==> src/rtl/iob_bus_merge_pkg.sv <==
// Shared definitions for the instruction/data bus merge: FSM states,
// master indices and native-bus field widths.
package iob_bus_merge_pkg;

    typedef enum logic {
        IDLE = 1'b0,
        BUSY = 1'b1
    } state_e;

    // Master indices; also the encoding of the grant and last-grant flops
    localparam logic MST_IBUS = 1'b0;
    localparam logic MST_DBUS = 1'b1;

    // Request bundle width: valid + addr + wdata + wstrb
    function automatic int unsigned req_w(input int unsigned addr_w, input int unsigned data_w);
        return 1 + addr_w + data_w + data_w / 8;
    endfunction

    // Response bundle width: rdata + ready
    function automatic int unsigned resp_w(input int unsigned data_w);
        return data_w + 1;
    endfunction

endpackage

==> src/rtl/iob_rr_arb2.sv <==
// Two-input round-robin arbiter. Holds the last-grant flop; on a tie the
// master not granted last wins. Reset leaves ibus as last grant so dbus
// wins the first tie.
module iob_rr_arb2
    import iob_bus_merge_pkg::*;
(
    input  logic clk,
    input  logic rst,
    input  logic ibus_req_i,
    input  logic dbus_req_i,
    input  logic update_i,
    output logic grant_o
);

    logic last_q;
    logic last_d;

    // Winner selection from the current requests and the last grant
    always_comb begin
        if (ibus_req_i && dbus_req_i) begin
            grant_o = ~last_q;
        end else if (dbus_req_i) begin
            grant_o = MST_DBUS;
        end else begin
            grant_o = MST_IBUS;
        end
    end

    // Remember the winner whenever a grant is actually taken
    always_comb begin
        last_d = last_q;
        if (update_i) begin
            last_d = grant_o;
        end
    end

    // Last-grant register
    always_ff @(posedge clk or negedge rst) begin
        if (!rst) begin
            last_q <= MST_IBUS;
        end else begin
            last_q <= last_d;
        end
    end

endmodule

==> src/rtl/iob_bus_merge.sv <==
// Merges the CPU instruction and data native buses onto one memory port,
// one transaction at a time. The memory request is registered; the
// response is steered combinationally to the granted master only.
module iob_bus_merge
    import iob_bus_merge_pkg::*;
#(
    parameter int unsigned ADDR_W = 32,
    parameter int unsigned DATA_W = 32
) (
    input  logic                clk,
    input  logic                rst,
    input  logic                ibus_valid,
    input  logic [ADDR_W-1:0]   ibus_addr,
    input  logic [DATA_W-1:0]   ibus_wdata,
    input  logic [DATA_W/8-1:0] ibus_wstrb,
    output logic [DATA_W-1:0]   ibus_rdata,
    output logic                ibus_ready,
    input  logic                dbus_valid,
    input  logic [ADDR_W-1:0]   dbus_addr,
    input  logic [DATA_W-1:0]   dbus_wdata,
    input  logic [DATA_W/8-1:0] dbus_wstrb,
    output logic [DATA_W-1:0]   dbus_rdata,
    output logic                dbus_ready,
    output logic                mem_valid,
    output logic [ADDR_W-1:0]   mem_addr,
    output logic [DATA_W-1:0]   mem_wdata,
    output logic [DATA_W/8-1:0] mem_wstrb,
    input  logic [DATA_W-1:0]   mem_rdata,
    input  logic                mem_ready
);

    localparam int unsigned STRB_W = DATA_W / 8;

    state_e              state_q, state_d;
    logic                grant_q, grant_d;
    logic                valid_q, valid_d;
    logic [ADDR_W-1:0]   addr_q,  addr_d;
    logic [DATA_W-1:0]   wdata_q, wdata_d;
    logic [STRB_W-1:0]   wstrb_q, wstrb_d;

    logic arb_grant;
    logic arb_update;
    logic done;

    assign arb_update = (state_q == IDLE) && (ibus_valid || dbus_valid);
    assign done       = (state_q == BUSY) && mem_ready;

    iob_rr_arb2 u_arb (
        .clk        (clk),
        .rst        (rst),
        .ibus_req_i (ibus_valid),
        .dbus_req_i (dbus_valid),
        .update_i   (arb_update),
        .grant_o    (arb_grant)
    );

    // Next-state: capture the winner in IDLE, release on mem_ready in BUSY
    always_comb begin
        state_d = state_q;
        grant_d = grant_q;
        valid_d = valid_q;
        addr_d  = addr_q;
        wdata_d = wdata_q;
        wstrb_d = wstrb_q;
        if (state_q == IDLE) begin
            if (arb_update) begin
                state_d = BUSY;
                valid_d = 1'b1;
                grant_d = arb_grant;
                if (arb_grant == MST_DBUS) begin
                    addr_d  = dbus_addr;
                    wdata_d = dbus_wdata;
                    wstrb_d = dbus_wstrb;
                end else begin
                    addr_d  = ibus_addr;
                    wdata_d = ibus_wdata;
                    wstrb_d = ibus_wstrb;
                end
            end
        end else if (mem_ready) begin
            state_d = IDLE;
            valid_d = 1'b0;
            wstrb_d = '0;
        end
    end

    // FSM and registered memory request
    always_ff @(posedge clk or negedge rst) begin
        if (!rst) begin
            state_q <= IDLE;
            grant_q <= MST_IBUS;
            valid_q <= 1'b0;
            addr_q  <= '0;
            wdata_q <= '0;
            wstrb_q <= '0;
        end else begin
            state_q <= state_d;
            grant_q <= grant_d;
            valid_q <= valid_d;
            addr_q  <= addr_d;
            wdata_q <= wdata_d;
            wstrb_q <= wstrb_d;
        end
    end

    assign mem_valid = valid_q;
    assign mem_addr  = addr_q;
    assign mem_wdata = wdata_q;
    assign mem_wstrb = wstrb_q;

    // Response goes to the granted master only; the other sees zeros
    always_comb begin
        ibus_ready = done && (grant_q == MST_IBUS);
        dbus_ready = done && (grant_q == MST_DBUS);
        ibus_rdata = ibus_ready ? mem_rdata : '0;
        dbus_rdata = dbus_ready ? mem_rdata : '0;
    end

endmodule

==> config.mk <==
export PLATFORM = sky130hd
export DESIGN_NAME = iob_bus_merge
export DESIGN_NICKNAME = d
export VERILOG_FILES = /design/src/rtl/iob_bus_merge_pkg.sv /design/src/rtl/iob_rr_arb2.sv /design/src/rtl/iob_bus_merge.sv
export SDC_FILE = /design/constraint.sdc
export NUM_CORES = 1
export LEC_CHECK = 0
export ABC_AREA = 1
export CORE_AREA = 2 2 119 121
export CTS_CLUSTER_SIZE = 40
export DETAILED_ROUTE_END_ITERATION = 10
export DIE_AREA = 0 0 121 123
export HOLD_SLACK_MARGIN = 0.02
export PLACE_DENSITY = 0.73
export SYNTH_ARGS = -nofsm -noshare
export SYNTH_HDL_FRONTEND = slang
export SYNTH_HIERARCHICAL = 1
export SYNTH_SLANG_ARGS = --single-unit
==> constraint.sdc <==
create_clock -name clk -period 1.7 [get_ports clk]
set_input_delay 0.425 -clock clk [delete_from_list [all_inputs] [get_ports clk]]
set_output_delay 0.425 -clock clk [all_outputs]
set_load 0.1 [all_outputs]
==> flow_metrics.env <==
export IMPL_coreArea_um2=13600
export IMPL_final_instance_count_excl_fill=1135
export IMPL_endpoint_kind="primary output"
export IMPL_antenna_left=0
export IMPL_wl_per_cell_um=14.4
export IMPL_slew_violations=0
export IMPL_min_period_ns=1.99
export IMPL_worst_path_max_delay_cell="dfrtp_1"
export IMPL_antenna_found_initial=2
export IMPL_crit_path_start_kind="flop"
export IMPL_slowest_delay_ns=0.39
export IMPL_ir_worst_vdd_mv=0.903
export IMPL_reg2reg_depth=8
export IMPL_power_density_nw_per_um2=1720
export IMPL_power_leakage_nw=4.69
export IMPL_clockRootBuffer="clkbuf_16"
export IMPL_die_area_um2=14900
export IMPL_fin_skew_ns=0.00573
export IMPL_drc_errors=0
export IMPL_final_common_cell="nand2_1"
export IMPL_finalSetupTns_ns=-15.07
export IMPL_vias=4928
export IMPL_drt_pass1_iterations=4
export IMPL_final_cell_mix="nand2_1 (410), clkdlybuf4s50_1 (170), buf_12 (148)"
export IMPL_drt_total_wl_mm=16.3
export IMPL_setup_ws_ns=-0.294
export IMPL_drive_gt1_share_pct=26.9
export IMPL_crit_top_cell="buf_12"
export IMPL_row_count=43
export IMPL_critPathMaxFanout=16
export IMPL_drv_cap=0
export IMPL_clock_latency_ns=0.33
export IMPL_cts_sinks=72
export IMPL_grt_pass1_wl_mm=25.7
export IMPL_path_cells="nand2_4 > or2_4 > buf_12 > nor2_4 > buf_12"
export IMPL_drtIter0Drc=182
export IMPL_avgSynthCellArea_um2=6.53
export IMPL_yosys_warnings=6
export IMPL_port_buffers=307
export IMPL_syn_nets=810
export IMPL_hold_violations=0
export IMPL_cts_path_max_buffers=2
export IMPL_yosysSeqAreaShare_pct=43.3
export IMPL_h_tree_depth=3
export IMPL_min_path_type="input pin to asynchronous set/reset pin"
export IMPL_grt_setup_unrepaired="true"
export IMPL_grtUsageTotal_pct=22.1
export IMPL_placedCellCount=1113
export IMPL_grt_max_degree=73
export IMPL_synth_seq_cells=72
export IMPL_placed_area_um2=9310
export IMPL_place_congestion=0.804
export IMPL_synth_cell_types=18
export IMPL_vias_per_cell=4.34
export IMPL_setup_viol=66
export IMPL_overflow=0
export IMPL_status="finished with violations"
export IMPL_synth_top_cell_area_share_pct=43.3
export IMPL_critPathKind="flop to primary output"
export IMPL_reg2reg_to="mem_wstrb[2]$_DFFE_PN0P_"
export IMPL_synth_area_um2=4160
export IMPL_fin_crit_sh_pct=117
export IMPL_syn_inst=637
export IMPL_crit_required_ns=1.27
export IMPL_violations="negative setup slack"
export IMPL_max_freq_ghz=0.502
export IMPL_timing_rr_start="u_arb/last_q$_DFFE_PN0P_"
export IMPL_fp_dieW_um=121
export IMPL_stdcell_area_um2=9710
export IMPL_num_io_pins=308
export IMPL_start_util_pct=30.5
export IMPL_cts_buffers=9
export IMPL_relSlewSlack_pct=73.3
export IMPL_rrSetupSlack_ns=0.32
export IMPL_dp_hpwl_mm=12.9
export IMPL_cts_tree="done"
export IMPL_finalNetCount=1121
export IMPL_grt_pass1_vias=4953
export IMPL_yosys_area_top_type="dfrtp_1"
export IMPL_synthTopCellsByArea="dfrtp_1 (43%), nand2_1 (37%), inv_1 (3.4%), nor2_1 (3.3%), nor2_2 (2.9%)"
export IMPL_area_growth_pct=134
export IMPL_die_h_um=123
export IMPL_worst_ep_arrival_time_ns=1.57
export IMPL_clk_pin_slew_ns=0.06
export IMPL_tightest_slew_ns=0.401
report_power, final:
part,switching [mW],total (mW),internal (mW)
Combinational,7.68,11.8,4.11
Clock,0.726,1.90,1.17
Sequential,0.701,3.06,2.36
synth_stat cells (all sizes together):
master,count
nor2,66
inv,40
buf,33
dfrtp,72
nand3,5
clkbuf,4
or2,1
and2,1
nand2,412
o21ai,3
what timing repair did:
item                       in CTS  in global routing
gates cloned                    3                  0
hold buffers                    0                  0
setup buffers                   1                  1
pin swaps                       1                  0
gates resized for setup         3                  3
setup endpoints to repair      66                 66
through the flow:
step / hold WS, ns / utilization [%] / setup slack (ns) / power (mW)
2_1_floorplan: 0.129 / - / -0.249 / 10.0
3_3_place_gp: 0.464 / 68.4 / -0.520 / 14.7
3_5_place_dp: 0.469 / 68.4 / -0.539 / 14.8
4_1_cts: 0.119 / 71.4 / -0.316 / 16.9
5_1_grt: 0.138 / 71.3 / -0.341 / 17.4
6_report: 0.0953 / 71.3 / -0.294 / 16.7
layout make-up:
| cell class | count | area, um^2 |
|---|---|---|
| Timing Repair Buffer | 337 | 4850 |
| Fill cell | 976 | 3900 |
| Multi-Input combinational cell | 488 | 2370 |
| Sequential cell | 72 | 1800 |
| Clock buffer | 11 | 243 |
| Tap cell | 180 | 225 |
| Inverter | 40 | 158 |
| Clock inverter | 5 | 56.3 |
| Antenna cell | 2 | 5.00 |
worst max path at each step:
stage,startpoint,cells after the start,endpoint,slack [ns]
2_1_floorplan,mem_ready,5,ibus_rdata[12],-0.25
3_3_place_gp,mem_ready,6,ibus_rdata[12],-0.52
5_1_grt,state_q$_DFF_PN0_,5,ibus_rdata[3],-0.34
3_5_place_dp,mem_ready,6,ibus_rdata[22],-0.54
6_report,state_q$_DFF_PN0_,5,ibus_rdata[12],-0.29
4_1_cts,state_q$_DFF_PN0_,5,ibus_rdata[12],-0.32
worst max-delay path, delay by kind of cell, from the launching register on:
kind	cells	cell delay, ns
AND/OR/NAND/NOR	3	0.48
flip-flops	1	0.39
buffers and inverters	2	0.37
routing by layer:
layer	global-route usage [%]	part of all wire, %
met1	24.9	38
met2	39.3	51
met3	6.83	8.9
met4	8.36	2.6
met5	0	0
kinds of logic after synthesis:
kind of cell | Yosys count | synth area share (%)
simple gates | 485 | 47.1
buf+inv | 77 | 9.12
flops | 72 | 43.3
compound gates | 3 | 0.452
flip-flops by register name, summed over array words and instances (netlist names):
register / cells
mem_wdata: 32
grant_q: 1
mem_addr: 32
u_arb/last_q: 1
mem_valid: 1
state_q: 1
mem_wstrb: 4
(Power assumes the default switching activity.)
